[src/rtl/key_ctrl_pkg.sv]
// key_ctrl shared definitions
// field/state encodings and counter width helper
package key_ctrl_pkg;

    typedef enum logic [1:0] {
        FIELD_RUN  = 2'd0,
        FIELD_HOUR = 2'd1,
        FIELD_MIN  = 2'd2,
        FIELD_SEC  = 2'd3
    } field_e;

    // bits needed to hold 0..v inclusive
    function automatic int cnt_w(input int v);
        return $clog2(v) + 1;
    endfunction

endpackage

[src/rtl/key_ctrl_if.sv]
// key panel bus between the key debouncers/timekeeper and key_ctrl
// master drives presses and raw levels, slave drives strobes
interface key_ctrl_if;
    logic       scan_tick;
    logic       mode_press;
    logic       inc_press;
    logic       dec_press;
    logic       inc_raw;
    logic       dec_raw;
    logic [1:0] field;
    logic       edit_active;
    logic       adj_up;
    logic       adj_down;
    logic       field_blank;

    modport master (
        output mode_press, inc_press, dec_press, inc_raw, dec_raw,
        input  scan_tick, field, edit_active, adj_up, adj_down,
        input  field_blank
    );

    modport slave (
        input  mode_press, inc_press, dec_press, inc_raw, dec_raw,
        output scan_tick, field, edit_active, adj_up, adj_down,
        output field_blank
    );
endinterface

[src/rtl/key_repeat.sv]
// hold-to-repeat generator for one key
// fire is combinational on the qualifying tick; the top registers it
module key_repeat
    import key_ctrl_pkg::*;
#(
    parameter int REPEAT_DELAY = 50,
    parameter int REPEAT_RATE  = 10
) (
    input  logic clock,
    input  logic reset,
    input  logic tick,
    input  logic press,
    input  logic raw,
    input  logic other_raw,
    input  logic enable,
    output logic fire
);
    localparam int HW = cnt_w(REPEAT_DELAY);
    localparam int RW = cnt_w(REPEAT_RATE);
    localparam logic [HW-1:0] DLY = HW'(REPEAT_DELAY);

    logic [HW-1:0] hold;
    logic [RW-1:0] rate;
    logic          held;
    logic          at_dly;
    logic          rate_hit;

    assign held     = !raw && enable;
    assign at_dly   = hold == DLY;
    assign rate_hit = rate == RW'(REPEAT_RATE - 1);
    assign fire     = tick && !press && held && other_raw &&
                      ((hold == DLY - HW'(1)) || (at_dly && rate_hit));

    // hold counter saturates at the delay; rate counter paces later repeats
    always_ff @(posedge clock or negedge reset) begin
        if (!reset) begin
            hold <= '0;
            rate <= '0;
        end else if (press) begin
            hold <= '0;
            rate <= '0;
        end else if (tick) begin
            if (!held) begin
                hold <= '0;
                rate <= '0;
            end else if (!at_dly) begin
                hold <= hold + HW'(1);
                rate <= '0;
            end else begin
                rate <= rate_hit ? '0 : rate + RW'(1);
            end
        end
    end
endmodule

[src/rtl/key_ctrl.sv]
// key panel controller: scan tick, time-set FSM, adjust strobes,
// idle timeout and field blink
module key_ctrl
    import key_ctrl_pkg::*;
#(
    parameter int TICK_DIV      = 200000,
    parameter int REPEAT_DELAY  = 50,
    parameter int REPEAT_RATE   = 10,
    parameter int TIMEOUT_TICKS = 500,
    parameter int BLINK_TICKS   = 25
) (
    input logic       clock,
    input logic       reset,
    key_ctrl_if.slave kif
);
    localparam int DW = cnt_w(TICK_DIV);
    localparam int TW = cnt_w(TIMEOUT_TICKS);
    localparam int BW = cnt_w(BLINK_TICKS);

    logic [DW-1:0] div;
    logic [TW-1:0] idle;
    logic [BW-1:0] blink;
    field_e        state;
    field_e        state_nx;
    logic          blank;
    logic          up_q;
    logic          dn_q;
    logic          tick;
    logic          set;
    logic          acc_inc;
    logic          acc_dec;
    logic          rep_inc;
    logic          rep_dec;
    logic          adj_ev;
    logic          moved;
    logic          timeout;

    assign tick    = div == DW'(TICK_DIV - 1);
    assign set     = state != FIELD_RUN;
    assign acc_inc = set && kif.inc_press && !kif.dec_press && !kif.mode_press;
    assign acc_dec = set && kif.dec_press && !kif.inc_press && !kif.mode_press;
    assign adj_ev  = acc_inc || acc_dec || rep_inc || rep_dec;
    assign timeout = set && tick && !adj_ev && !kif.mode_press &&
                     (idle == TW'(TIMEOUT_TICKS - 1));
    assign moved   = state_nx != state;

    key_repeat #(
        .REPEAT_DELAY(REPEAT_DELAY),
        .REPEAT_RATE (REPEAT_RATE)
    ) u_rep_inc (
        .clock    (clock),
        .reset    (reset),
        .tick     (tick),
        .press    (kif.inc_press),
        .raw      (kif.inc_raw),
        .other_raw(kif.dec_raw),
        .enable   (set),
        .fire     (rep_inc)
    );

    key_repeat #(
        .REPEAT_DELAY(REPEAT_DELAY),
        .REPEAT_RATE (REPEAT_RATE)
    ) u_rep_dec (
        .clock    (clock),
        .reset    (reset),
        .tick     (tick),
        .press    (kif.dec_press),
        .raw      (kif.dec_raw),
        .other_raw(kif.inc_raw),
        .enable   (set),
        .fire     (rep_dec)
    );

    // scan tick divider, wraps at TICK_DIV-1
    always_ff @(posedge clock or negedge reset) begin
        if (!reset) div <= '0;
        else        div <= tick ? '0 : div + DW'(1);
    end

    // mode press advances; idle timeout falls back to run
    always_comb begin
        state_nx = state;
        unique case (1'b1)
            kif.mode_press: state_nx = field_e'(state + 2'd1);
            timeout:        state_nx = FIELD_RUN;
            default:        ;
        endcase
    end

    // state register
    always_ff @(posedge clock or negedge reset) begin
        if (!reset) state <= FIELD_RUN;
        else        state <= state_nx;
    end

    // idle counter, restarted by any activity
    always_ff @(posedge clock or negedge reset) begin
        if (!reset)                       idle <= '0;
        else if (!set || moved || adj_ev) idle <= '0;
        else if (tick)                    idle <= idle + TW'(1);
    end

    // blink phase, forced visible on entry and on every adjust
    always_ff @(posedge clock or negedge reset) begin
        if (!reset) begin
            blink <= '0;
            blank <= 1'b0;
        end else if (!set || moved || adj_ev) begin
            blink <= '0;
            blank <= 1'b0;
        end else if (tick) begin
            if (blink == BW'(BLINK_TICKS - 1)) begin
                blink <= '0;
                blank <= !blank;
            end else begin
                blink <= blink + BW'(1);
            end
        end
    end

    // registered adjust strobes
    always_ff @(posedge clock or negedge reset) begin
        if (!reset) begin
            up_q <= 1'b0;
            dn_q <= 1'b0;
        end else begin
            up_q <= acc_inc || rep_inc;
            dn_q <= acc_dec || rep_dec;
        end
    end

    assign kif.scan_tick   = tick;
    assign kif.field       = state;
    assign kif.edit_active = set;
    assign kif.adj_up      = up_q;
    assign kif.adj_down    = dn_q;
    assign kif.field_blank = blank;
endmodule

[src/flat_wrapper.sv]
// flat-port wrapper written by rule: the top's interface ports become plain ports
module key_ctrl_flat import key_ctrl_pkg::*;
#(
    parameter int TICK_DIV      = 200000,
    parameter int REPEAT_DELAY  = 50,
    parameter int REPEAT_RATE   = 10,
    parameter int TIMEOUT_TICKS = 500,
    parameter int BLINK_TICKS   = 25
)
  (clock, reset, kif_mode_press, kif_inc_press, kif_dec_press, kif_inc_raw, kif_dec_raw, kif_scan_tick, kif_field, kif_edit_active, kif_adj_up, kif_adj_down, kif_field_blank);
  key_ctrl_if kif_i ();
  input logic clock;
  input logic reset;
  input wire logic [$bits(kif_i.mode_press)-1:0] kif_mode_press;
  input wire logic [$bits(kif_i.inc_press)-1:0] kif_inc_press;
  input wire logic [$bits(kif_i.dec_press)-1:0] kif_dec_press;
  input wire logic [$bits(kif_i.inc_raw)-1:0] kif_inc_raw;
  input wire logic [$bits(kif_i.dec_raw)-1:0] kif_dec_raw;
  output wire logic [$bits(kif_i.scan_tick)-1:0] kif_scan_tick;
  output wire logic [$bits(kif_i.field)-1:0] kif_field;
  output wire logic [$bits(kif_i.edit_active)-1:0] kif_edit_active;
  output wire logic [$bits(kif_i.adj_up)-1:0] kif_adj_up;
  output wire logic [$bits(kif_i.adj_down)-1:0] kif_adj_down;
  output wire logic [$bits(kif_i.field_blank)-1:0] kif_field_blank;
  assign kif_i.mode_press = kif_mode_press;
  assign kif_i.inc_press = kif_inc_press;
  assign kif_i.dec_press = kif_dec_press;
  assign kif_i.inc_raw = kif_inc_raw;
  assign kif_i.dec_raw = kif_dec_raw;
  assign kif_scan_tick = kif_i.scan_tick;
  assign kif_field = kif_i.field;
  assign kif_edit_active = kif_i.edit_active;
  assign kif_adj_up = kif_i.adj_up;
  assign kif_adj_down = kif_i.adj_down;
  assign kif_field_blank = kif_i.field_blank;
  key_ctrl #(.TICK_DIV(TICK_DIV), .REPEAT_DELAY(REPEAT_DELAY), .REPEAT_RATE(REPEAT_RATE), .TIMEOUT_TICKS(TIMEOUT_TICKS), .BLINK_TICKS(BLINK_TICKS)) u_core (.clock(clock), .reset(reset), .kif(kif_i));
endmodule
[config.mk]
export PLATFORM = sky130hd
export DESIGN_NAME = key_ctrl_flat
export DESIGN_NICKNAME = d
export VERILOG_FILES = /design/src/rtl/key_ctrl_pkg.sv /design/src/rtl/key_ctrl_if.sv /design/src/rtl/key_repeat.sv /design/src/rtl/key_ctrl.sv /design/src/flat_wrapper.sv
export SDC_FILE = /design/constraint.sdc
export NUM_CORES = 1
export LEC_CHECK = 0
export ABC_CLOCK_PERIOD_IN_PS = 4900
export CAP_MARGIN = 20
export CORE_UTILIZATION = 45
export CTS_CLUSTER_DIAMETER = 100
export DETAILED_ROUTE_END_ITERATION = 6
export PLACE_DENSITY = 0.71
export SLEW_MARGIN = 20
export SYNTH_ARGS = -nofsm -noshare
export SYNTH_HDL_FRONTEND = slang
export SYNTH_HIERARCHICAL = 1
export SYNTH_SLANG_ARGS = --single-unit
[constraint.sdc]
create_clock -name clock -period 4.9 [get_ports clock]
set_input_delay 0.98 -clock clock [delete_from_list [all_inputs] [get_ports clock]]
set_output_delay 0.98 -clock clock [all_outputs]
set_load 0.01 [all_outputs]
Word level (Yosys, flattened, before mapping)
Index checks and enable logic that the tools add are counted.
- latch bits: 0
- memory bits (read-only): 0
- register bits: 64
- memory bits (writable): 0
- output and inout bits: 7
- logic and storage cells: 106
- memories kept: 0
- bits of input ports: 7
- div/mod/pow operators: 0
- shift-type cells: 0
- reductions and logical operators: 47
- $add $sub $neg: 8
- mux-type cells: 28
- multiply operators: 0
- bitwise logic cells: 0
- order comparisons: 0
- equality and inequality tests: 12
- operator list (kind ; number):
    $mux 7 ; 8
    $mux 5 ; 10
    $eq 7x6->1 const B ; 4
    $logic_and 1x1->1 ; 22
    $mux 10 ; 2
    $add 19x1->19 const B ; 1
    $eq 19x18->1 const B ; 1
    $mux 19 ; 1
    $mux 6 ; 3
    $add 7x1->7 const B ; 2
    $add 10x1->10 const B ; 1
    $add 5x1->5 const B ; 2
    $eq 10x9->1 const B ; 1
    $eq 5x4->1 const B ; 2
    $reduce_bool 2->1 ; 5
    $logic_or 1x1->1 ; 9
    $logic_not 1->1 ; 8
    $add 6x1->6 const B ; 1
    $eq 6x5->1 const B ; 1
    $ne 3x3->1 const B ; 2
    $reduce_and 2->1 ; 3
    $pmux 2 s2 ; 1
    $mux 1 ; 3
    $add 2x1->2 const B ; 1
    $ne 2x2->1 ; 1

Depth between registers and ports, before layout
Gate-level depths: netlist of run 1.
- depth in word-level cells: 17
- depth in mapped cells: 13

Hierarchy
The synthesis of run 1 kept the hierarchy.
- modules (own cells, without submodules) (module ; times used ; seq. area each (um2) ; cells an instance ; area each (um2)):
    key_ctrl ; 1 ; 1001.0 ; 234 ; 2202.1
    key_repeat ; 2 ; 300.3 ; 78 ; 768.2

Worst setup path after synthesis of run 1
No wires, ideal clock.
- path type: register to register
- from: register u_core.div[0]
- to: register u_core.idle[5]
- library setup time: 83 ps
- required time: 4817 ps
- buffers on the path: 1
- stages on the path, launching flop included: 13
- arrival: 2796 ps
- setup slack: 2021 ps
- cells stage by stage: dfrtp_1 ha_1 nand2_1 nor2_1 clkbuf_1 nand2_1 inv_1 and2_1 and4b_1 or4_4 or2_4 or3_1 o22ai_1
- word-level cells in the longest chain between the ends: 16
- elaborated cells between the ends (all ways): 22
- classes of those cells: eq/ne (2); mux (2); reduce/logical (18)
- ends and longest elaborated chain (element ; RTL line ; text):
    start, declared ; key_ctrl.sv:20 ; logic [DW-1:0] div;
    start signal, assigned ; key_ctrl.sv:78 ; else div <= tick ? '0 : div + DW'(1);
    $eq 19x18->1 (*) ; key_ctrl.sv:38 ; assign tick = div == DW'(TICK_DIV - 1);
    named net kif_scan_tick ; flat_wrapper.sv:19 ; output wire logic [$bits(kif_i.scan_tick)-1:0] kif_scan_tick;
    $logic_and 1x1->1 (*) (4 in series) ; key_repeat.sv:31 ; assign fire = tick && !press && held && other_raw &&
    named net u_core.rep_inc ; key_ctrl.sv:32 ; logic rep_inc;
    $logic_or 1x1->1 (*) (2 in series) ; key_ctrl.sv:42 ; assign adj_ev = acc_inc || acc_dec || rep_inc || rep_dec;
    $logic_not 1->1 ; key_ctrl.sv:43 ; assign timeout = set && tick && !adj_ev && !kif.mode_press &&
    $logic_and 1x1->1 (3 in series) ; key_ctrl.sv:43 ;
    $pmux 2 s2 ; key_ctrl.sv:84 ; unique case (1'b1)
    $ne 2x2->1 ; key_ctrl.sv:45 ; assign moved = state_nx != state;
    $logic_or 1x1->1 ; key_ctrl.sv:100 ; else if (!set || moved || adj_ev) idle <= '0;
    $logic_or 1x1->1 (*) ; key_ctrl.sv:100 ;
    $mux 10 or $reduce_bool 2->1 (tied branches) ; - ;
    end signal, assigned ; key_ctrl.sv:101 ; else if (tick) idle <= idle + TW'(1);
    end, declared ; key_ctrl.sv:21 ; logic [TW-1:0] idle;
Mark *: on every way through the listed nets, which the timed path passes. The rest lies on a longest branch.
A chain may end at the register's enable or synchronous reset.

Final worst setup path of run 1
- from: register u_core.div[13]
- to: output port kif_scan_tick
- word-level cells in the longest chain between the ends: 1
- ends and longest elaborated chain (element ; RTL line):
    $eq 19x18->1 ; key_ctrl.sv:38
    end, declared ; flat_wrapper.sv:19
Every way passes these cells.

==> flow_results.org, run 1 <==
** Run status
- The flow ran to the end, and the final reports show no timing, DRC or antenna violations.

** Synthesis
- When the netlist entered floorplanning its net count stood at 412.
- Synthesized area per cell :: 9.59 um^2
- Summing every instance area after synthesis gives 0.00374 mm^2.
- EDFF count, synth :: 0
- Post-synthesis sequential element count :: 64
- Yosys printed 6 warnings.
- Count of cell types in the netlist :: 56
- Primary flip-flop cell chosen by synthesis mapping :: sky130_fd_sc_hd__dfrtp_1
- Synthesized instance count :: 390
- Post-synthesis sequential area ratio :: 42.8%
- Async set-reset flop share out of synthesis :: 100%

** Die
- Area of the die :: 0.00868 mm^2
- Number of standard-cell rows in the floorplan :: 32
- Die H :: 93.2 um
- Core Footprint :: 0.00789 mm^2
- Once the floorplan was initialized, standard cells occupied 47.4% of the core.
- Chip width :: 93.2 um
- IO Pins :: 14

** CTS
- Post-CTS timing repair inserted 0 buffers for setup.
- TritonCTS built the clock tree.
- Post_cts resized :: 0
- Number of hold buffers added after CTS :: 0
- Clock network latency to the later pin of the worst-skew pair :: 0.34 ns
- Clock sink count :: 64
- After clock tree synthesis, the clock-pin slew on the worst setup and hold paths is 0.06 ns.
- TritonCTS created 9 clock buffers.
- Cell chosen for the clock root :: sky130_fd_sc_hd__clkbuf_8
- Max H-tree Level :: 3
- The clock passes through at most 2 buffers.

** Setup path
- The number of buffers and inverters on the critical path is 2.
- For this run, the slowest stage of the critical path takes 0.62 ns.
- Critical path start-end classification :: reg2out
- Slowest cell on crit path :: sky130_fd_sc_hd__clkdlybuf4s50_1
- Critical path peak fanout :: 13
- STA classifies the critical path endpoint as a primary output.
- Across all register-to-register paths, the minimum setup slack is 1.35 ns.
- Data arrival at the endpoint of the critical path :: 2.73 ns
- For the worst flop-to-flop path, the logic depth is 12.
- In this run the number of cells on the critical path is 5.
- Cells along the critical path :: nor4_1, and4_1, nand2_1, inv_1, clkdlybuf4s50_1
- Broken down by cell family, the worst path's largest delay share belongs to simple AND/OR/NAND/NOR gates.
- Critical path required time :: 3.92 ns
- Category of the worst setup path launch point :: flip-flop

** STA
- Final hold violations :: 0
- The worst path meets setup with 1.19 ns of slack.
- FMAX :: 269 MHz
- Setup repair after global routing left no endpoint under its margin.
- Setup violations remaining at the end of the flow were counted as 0.
- In the finished design, the share of the clock period the worst path needs comes to 75.8%.
- The final number of max-transition violations came to 0.
- Measured against its own limit, the worst slew margin works out to 33.0%.
- For the final routed database, the setup TNS stands at 0 ns.
- For the pin with the worst max-slew slack, the measured transition is 1.00 ns.
- Final Critical Period :: 3.71 ns
- For the final database, setup skew stands at 0.00816 ns.

** Hold path
- Type of the tightest min-delay check :: reg2reg
- Hold path depth :: 1

** Layout
- Area of all sequential standard cells :: 0.00160 mm^2
- From synthesis to final layout, the design area changed by 10.7%.
- Leading cell types in the layout, fill and taps excluded :: sky130_fd_sc_hd__dfrtp_1 (64), sky130_fd_sc_hd__nand2_1 (34), sky130_fd_sc_hd__o21ai_0 (25)
- Final-layout fill cell count :: 665
- Commonest non-fill, non-tap cell in the layout :: sky130_fd_sc_hd__dfrtp_1
- Number of antenna repair diodes :: 0
- Footprint of the multi-input gates :: 0.00199 mm^2
- Final #Nets :: 424
- Final cell utilization of the core :: 52.5%
- Share of layout cells above drive strength 1 :: 10.6%

** Placed design
- The congestion estimate from routability-driven global placement came to 0.834.
- Before CTS, the worst setup slack after placement is 1.14 ns.
- Summed over all nets, the half-perimeter wirelength after detailed placement is 5190 um.
- Port buffering added 13 buffers.

** Power
- Max rail drop VDD :: 0.157 mV
- For this design the ratio of total power to cell area is 273 mW/mm^2.
- In this run the static leakage power is 1.78 nW.

** Route
- After the first detailed-routing iteration, the DRC count stood at 114.
- Routed Wire Length :: 7610 um
- Average via count per standard cell :: 5.98
- Wirelength per Cell :: 15.0 um
- Once detail routing completed, the nets flagged for antenna violations numbered 0.
- The first detailed-routing pass took 4 iterations.
- The final route contains 3,046 vias.
- For this run, design rule violations remaining after detail routing come to 0.

** Flow run
- Reported max-cap violation count :: 0

** Global route
- Initial antenna violation count :: 0
- First-pass GRT wire length :: 13,300 um
- Via count of the first global-routing pass :: 2,956
- Entering global routing, the biggest net connects 40 pins.
- Summed over all layers, the global routing overflow is 0.
- Overall global routing resource usage :: 19.4%
==> layer usage <==
layer / wire (um) / GRT usage, % / vias up
met4: 130 / 9.23 / 0
li1: - / - / 1489
met1: 3550 / 24.5 / 1486
met5: 0 / 0 / -
met3: 302 / 4.23 / 11
met2: 3630 / 31.7 / 60
==> layout make-up <==
cell class	count	area share (%)
multi-input cells	291	48.0
flip-flops and latches	64	38.7
clock buffers	13	3.84
repair buffers	16	3.57
well taps	102	3.08
inverters	20	1.81
clock inverters	3	0.967
==> cells in the mapped netlist, types with 5 or more instances <==
cell type / instances / area (um^2)
sky130_fd_sc_hd__ha_1: 15 / 188
sky130_fd_sc_hd__o31ai_1: 11 / 82.6
sky130_fd_sc_hd__nor3_1: 8 / 40.0
sky130_fd_sc_hd__nor4_1: 5 / 31.3
sky130_fd_sc_hd__nand3_1: 24 / 120
sky130_fd_sc_hd__xnor2_1: 7 / 61.3
sky130_fd_sc_hd__nand2_1: 34 / 128
sky130_fd_sc_hd__inv_1: 20 / 75.1
sky130_fd_sc_hd__dfrtp_1: 64 / 1600
sky130_fd_sc_hd__a211oi_1: 7 / 52.6
sky130_fd_sc_hd__o21ai_0: 25 / 125
sky130_fd_sc_hd__a21oi_1: 12 / 60.1
sky130_fd_sc_hd__and4_1: 5 / 43.8
sky130_fd_sc_hd__nor2_1: 21 / 78.8
sky130_fd_sc_hd__clkbuf_1: 11 / 41.3
sky130_fd_sc_hd__and3_1: 12 / 75.1
sky130_fd_sc_hd__nor3b_1: 5 / 37.5
sky130_fd_sc_hd__nand4_1: 15 / 93.8
sky130_fd_sc_hd__a31o_2: 5 / 43.8
sky130_fd_sc_hd__o22ai_1: 6 / 37.5
sky130_fd_sc_hd__xor2_1: 5 / 43.8
==> sequential cells by signal, indices dropped and copies added (netlist names) <==
register and count:
u_core/blink 6, u_core/kif.field 2, u_core/u_rep_inc/hold 7, u_core/kif.field_blank 1
u_core/idle 10, u_core/div 19, u_core/u_rep_dec/rate 5, u_core/kif.adj_up 1
u_core/kif.adj_down 1, u_core/u_rep_inc/rate 5, u_core/u_rep_dec/hold 7
==> worst paths after layout <==
kind / startpoint / endpoint
max reg2reg: u_core/div[0] / u_core/idle[2]
max: u_core/div[13] / kif_scan_tick
max in group asynchronous: reset / u_core/idle[1]
min reg2reg: u_core/div[18] / u_core/div[18]
min: u_core/div[18] / u_core/div[18]
min in group asynchronous: reset / u_core/div[9]
==> where the power goes <==
group	switching, mW	total (mW)	internal [mW]
Combinational	0.0726	0.127	0.0541
Sequential	0.00898	0.546	0.537
Clock	0.198	0.459	0.261
==> logic make-up (layout without fill, tap and decap cells) <==
family | count (synthesis) | count (layout) | synth area share [%]
AND/OR/NAND/NOR | 165 | 165 | 27.0
AO/OA/AOI/OAI | 95 | 95 | 17.2
flip-flops | 64 | 64 | 42.8
buffers and inverters | 35 | 52 | 3.98
adder cells (fa/ha/maj) | 15 | 15 | 5.02
XOR/XNOR | 12 | 12 | 2.81
multiplexers | 4 | 4 | 1.10
==> through the flow <==
step | hold WS [ns] | cell area, um^2 | cells | total power, mW
floorplan | 0.445 | 3740 | 390 | 0.634
global placement | 0.469 | 3940 | 493 | 0.681
detailed placement | 0.465 | 3940 | 493 | 0.684
CTS | 0.478 | 4140 | 509 | 1.15
global route | 0.518 | 4140 | 509 | 1.18
finish | 0.472 | 4140 | 509 | 1.13
No activity file was read; power rests on OpenSTA's default activity.
==> run 2, diff against run 1 <==
--- a/config.mk
+++ b/config.mk
@@ -5,12 +5,12 @@
 export SDC_FILE = /design/constraint.sdc
 export NUM_CORES = 1
 export LEC_CHECK = 0
-export ABC_CLOCK_PERIOD_IN_PS = 4900
+export ABC_CLOCK_PERIOD_IN_PS = 3200
 export CAP_MARGIN = 20
 export CORE_UTILIZATION = 45
 export CTS_CLUSTER_DIAMETER = 100
 export DETAILED_ROUTE_END_ITERATION = 6
-export PLACE_DENSITY = 0.71
+export PLACE_DENSITY = 0.73
 export SLEW_MARGIN = 20
 export SYNTH_ARGS = -nofsm -noshare
 export SYNTH_HDL_FRONTEND = slang
==> constraint.sdc (replaced) <==
create_clock -name clock -period 3.2 [get_ports clock]
set_input_delay 0.64 -clock clock [delete_from_list [all_inputs] [get_ports clock]]
set_output_delay 0.64 -clock clock [all_outputs]
set_load 0.01 [all_outputs]
==> flow_results.org, run 2 (same netlist as run 1, synthesis figures left out) <==
** CTS
- The hold buffer count at CTS is 0 (unchanged).
- Clock sink count :: 64 (unchanged)
- Clock tree from TritonCTS :: yes
- # Post-CTS Setup Buffers :: 0 (unchanged)
- The maximum root-to-sink buffer count came to 2 (unchanged).
- The number of instances resized during post-cts repair is 0 (unchanged).
- Clock slew at reported path FFs :: 0.07 ns (about the same)
- The total CTS buffers was 9 (unchanged).
- Max H-tree Level :: 3 (unchanged)
- The root buffer cell chosen for the clock tree is sky130_fd_sc_hd__clkbuf_8.
- The clock insertion delay at the later pin of the skew report is 0.35 ns (about the same).

** Layout
- Leading cell types in the layout, fill and taps excluded :: sky130_fd_sc_hd__dfrtp_1 (64), sky130_fd_sc_hd__nand2_1 (34), sky130_fd_sc_hd__o21ai_0 (25)
- The largest registers in the layout are u_core/div x19, u_core/idle x10.
- Final-layout fill cell count :: 723 (+8.7%)
- Final #Nets :: 433 (+2.1%)
- Area of all placed cells without fillers :: 0.00417 mm^2 (+0.73%)
- Commonest non-fill, non-tap cell in the layout :: sky130_fd_sc_hd__dfrtp_1
- Final cell utilization of the core :: 52.9% (+0.38 points)
- The number of flip-flops in the largest register came to 19 (unchanged).
- Final cell count without fillers :: 517 (+1.6%)
- Synth-to-layout area growth :: 11.5%
- u_core/div holds more flip-flops than any other register.
- The layout cell share with drive strength beyond 1 was 12.8% (+2.2 points).
- The antenna diode count was 0 (unchanged).

** Placed design
- The number of buffers inserted by port buffering came to 13 (unchanged).
- Pre-CTS worst setup slack :: 0.220 ns (-0.917 ns)
- Placer Congestion :: 0.801 (-4.0%)
- DP Cell Count :: 502 (+1.8%)
- Placed inst area :: 0.00401 mm^2 (+1.7%)
- DPL Wire Length :: 5220 um (+0.68%)

** Power
- The fraction of power spent switching nets came to 27.9% (+3.3 points).
- Max rail drop VDD :: 0.238 mV (+52%)
- The internal power is 1.18 mW (+39%).
- Clock Power Share :: 36.7% (-3.9 points)
- The power per cell area came to 393 mW/mm^2 (+44%).
- The share of total power in sequential cells is 50.9% (+2.7 points).
- Gate power share :: 12.4% (+1.2 points)
- Net switching power figure :: 458 uW (+64%)
- The leakage power of the design came to 1.80 nW (+0.96%).

** Hold path
- The min-delay analysis places its worst path in the category in2async.

** Global route
- The global-route wire length before repair was 13,200 um (-1.4%).
- Initial antenna violation count :: 0 (unchanged)
- The global routing usage summed across all routing layers was 19.2% (-0.17 points).
- The number of global-route vias before repair is 2,830 (-4.3%).
- The pin count of the biggest net entering global routing was 29 (-28%).
- The total overflow reported by the global router is 0 (unchanged).

** Setup path
- The worst setup path is launched from a flip-flop.
- The critical path is of the reg2out type.
- The endpoint required time on the critical path is 2.56 ns (-1.36 ns).
- The maximum fanout count along the critical path was 4 (-9).
- Capturing element type of the critical path :: primary output
- Data arrival at the endpoint of the critical path :: 2.23 ns (-0.50 ns)

** STA
- The worst setup margin is 0.331 ns (-0.856 ns).
- The headroom to the max-slew limit is 36.4% (+3.4 points).
- Transition at the pin with the smallest max-transition slack :: 0.950 ns (-0.0524 ns)
- The final hold violation count was 0 (unchanged).
- Count of pins over their slew limit :: 0 (unchanged)
- The total of endpoints with negative setup slack in the final report came to 0 (unchanged).
- Ratio of final minimum period to clock period :: 89.7%
- The final sum of negative setup slack was 0 ns (unchanged).
- Post-route clock skew :: 0.00916 ns (+0.00100 ns)
- Final Critical Period :: 2.87 ns
- Unrepaired setup endpoints after global routing :: no
- FMAX :: 349 MHz

** Route
- Post-detailed-route DRC marker count :: 0 (unchanged)
- Via count :: 3,032 (-0.46%)
- Number of design-rule violations left by the first detailed-router iteration :: 141 (+24%)
- The wire length per cell after detailed routing is 15.0 um (+0.38%).
- Average via count per standard cell :: 5.86 (-2.0%)
- Antenna viol nets, final :: 0 (unchanged)
- Routed Wire Length :: 7760 um (+2.0%)
- First-pass iteration count of the detailed router :: 4 (unchanged)

** Die
- The die outline area is 0.00868 mm^2 (unchanged).
- Die H :: 93.2 um (unchanged)
- The number of standard-cell rows in the floorplan was 32 (unchanged).
- Core Footprint :: 0.00789 mm^2 (unchanged)
- The effective utilization at floorplan is 47.4% (unchanged).
- The I/O pin count was 14 (unchanged).
- The width of the die was 93.2 um (unchanged).

** Run status
- Outcome :: completed

** Flow run
- Reported max-cap violation count :: 0 (unchanged)
run 2: cell types whose count changed in the layout (fill, tap and decap cells not counted), sizes merged:
cell	change
buf	+9
clkbuf	-4
clkinvlp	+3
bufinv	-1
clkinv	+1
run 2: area by class of cell:
cell class | instances | area, um^2 | area share [%]
clock inverter | 6 | 37.5 | 0.900
timing repair buffer | 25 | 215 | 5.16
tap | 102 | 128 | 3.06
clock buffer | 9 | 124 | 2.97
sequential | 64 | 1600 | 38.4
inverter | 20 | 75.1 | 1.80
multi-input combinational | 291 | 1990 | 47.7
run 2: final timing paths:
kind / from / end / slack (ns) / depth (start not counted)
hold / removal: reset / u_core/div[18] / 0.22 / 1
setup reg to reg: u_core/div[0] / u_core/idle[5] / 0.33 / 11
min in group clock: u_core/div[18] / u_core/div[18] / 0.48 / 1
hold reg to reg: u_core/div[18] / u_core/div[18] / 0.48 / 1
max in group asynchronous: reset / u_core/u_rep_inc/rate[3] / 2.26 / 2
setup / recovery: u_core/div[13] / kif_scan_tick / 0.33 / 5
run 2: worst max-delay path, stage by stage (launching register included):
cell and delay, ns:
sky130_fd_sc_hd__dfrtp_1 0.42, sky130_fd_sc_hd__nor4_1 0.38, sky130_fd_sc_hd__and4_1 0.28, sky130_fd_sc_hd__nand2_1 0.10
sky130_fd_sc_hd__inv_1 0.13, sky130_fd_sc_hd__clkdlybuf4s50_1 0.56
run 2: through the flow:
stage	power, mW	hold WS (ns)
after floorplan	0.971	0.344
after detailed placement	1.05	0.476
after global routing	1.71	0.242
after CTS	1.65	0.229
final	1.64	0.217
after global placement	1.05	0.471
run 2: layer usage:
layer	vias to the layer above	track usage (%)	routed length, um
met2	66	29.8	3490
li1	1500	-	-
met5	-	0	0
met4	0	10.0	197
met1	1446	25.6	3780
met3	20	3.58	295
run 2: power groups by stage:
stage	sequential (mW)	clock, mW	combinational, mW
2_1_floorplan	0.853	0	0.118
3_3_place_gp	0.850	0	0.200
3_5_place_dp	0.850	0	0.204
4_1_cts	0.835	0.614	0.206
5_1_grt	0.836	0.648	0.227
6_report	0.834	0.602	0.203
==> run 3, diff against run 2 <==
--- a/config.mk
+++ b/config.mk
@@ -5,13 +5,13 @@
 export SDC_FILE = /design/constraint.sdc
 export NUM_CORES = 1
 export LEC_CHECK = 0
+export ABC_AREA = 0
 export ABC_CLOCK_PERIOD_IN_PS = 3200
 export CAP_MARGIN = 20
 export CORE_UTILIZATION = 45
 export CTS_CLUSTER_DIAMETER = 100
 export DETAILED_ROUTE_END_ITERATION = 6
 export PLACE_DENSITY = 0.73
-export SLEW_MARGIN = 20
 export SYNTH_ARGS = -nofsm -noshare
 export SYNTH_HDL_FRONTEND = slang
 export SYNTH_HIERARCHICAL = 1
==> results of run 3 <==
The final DEF is identical to that of run 2; final timing and power are the same.
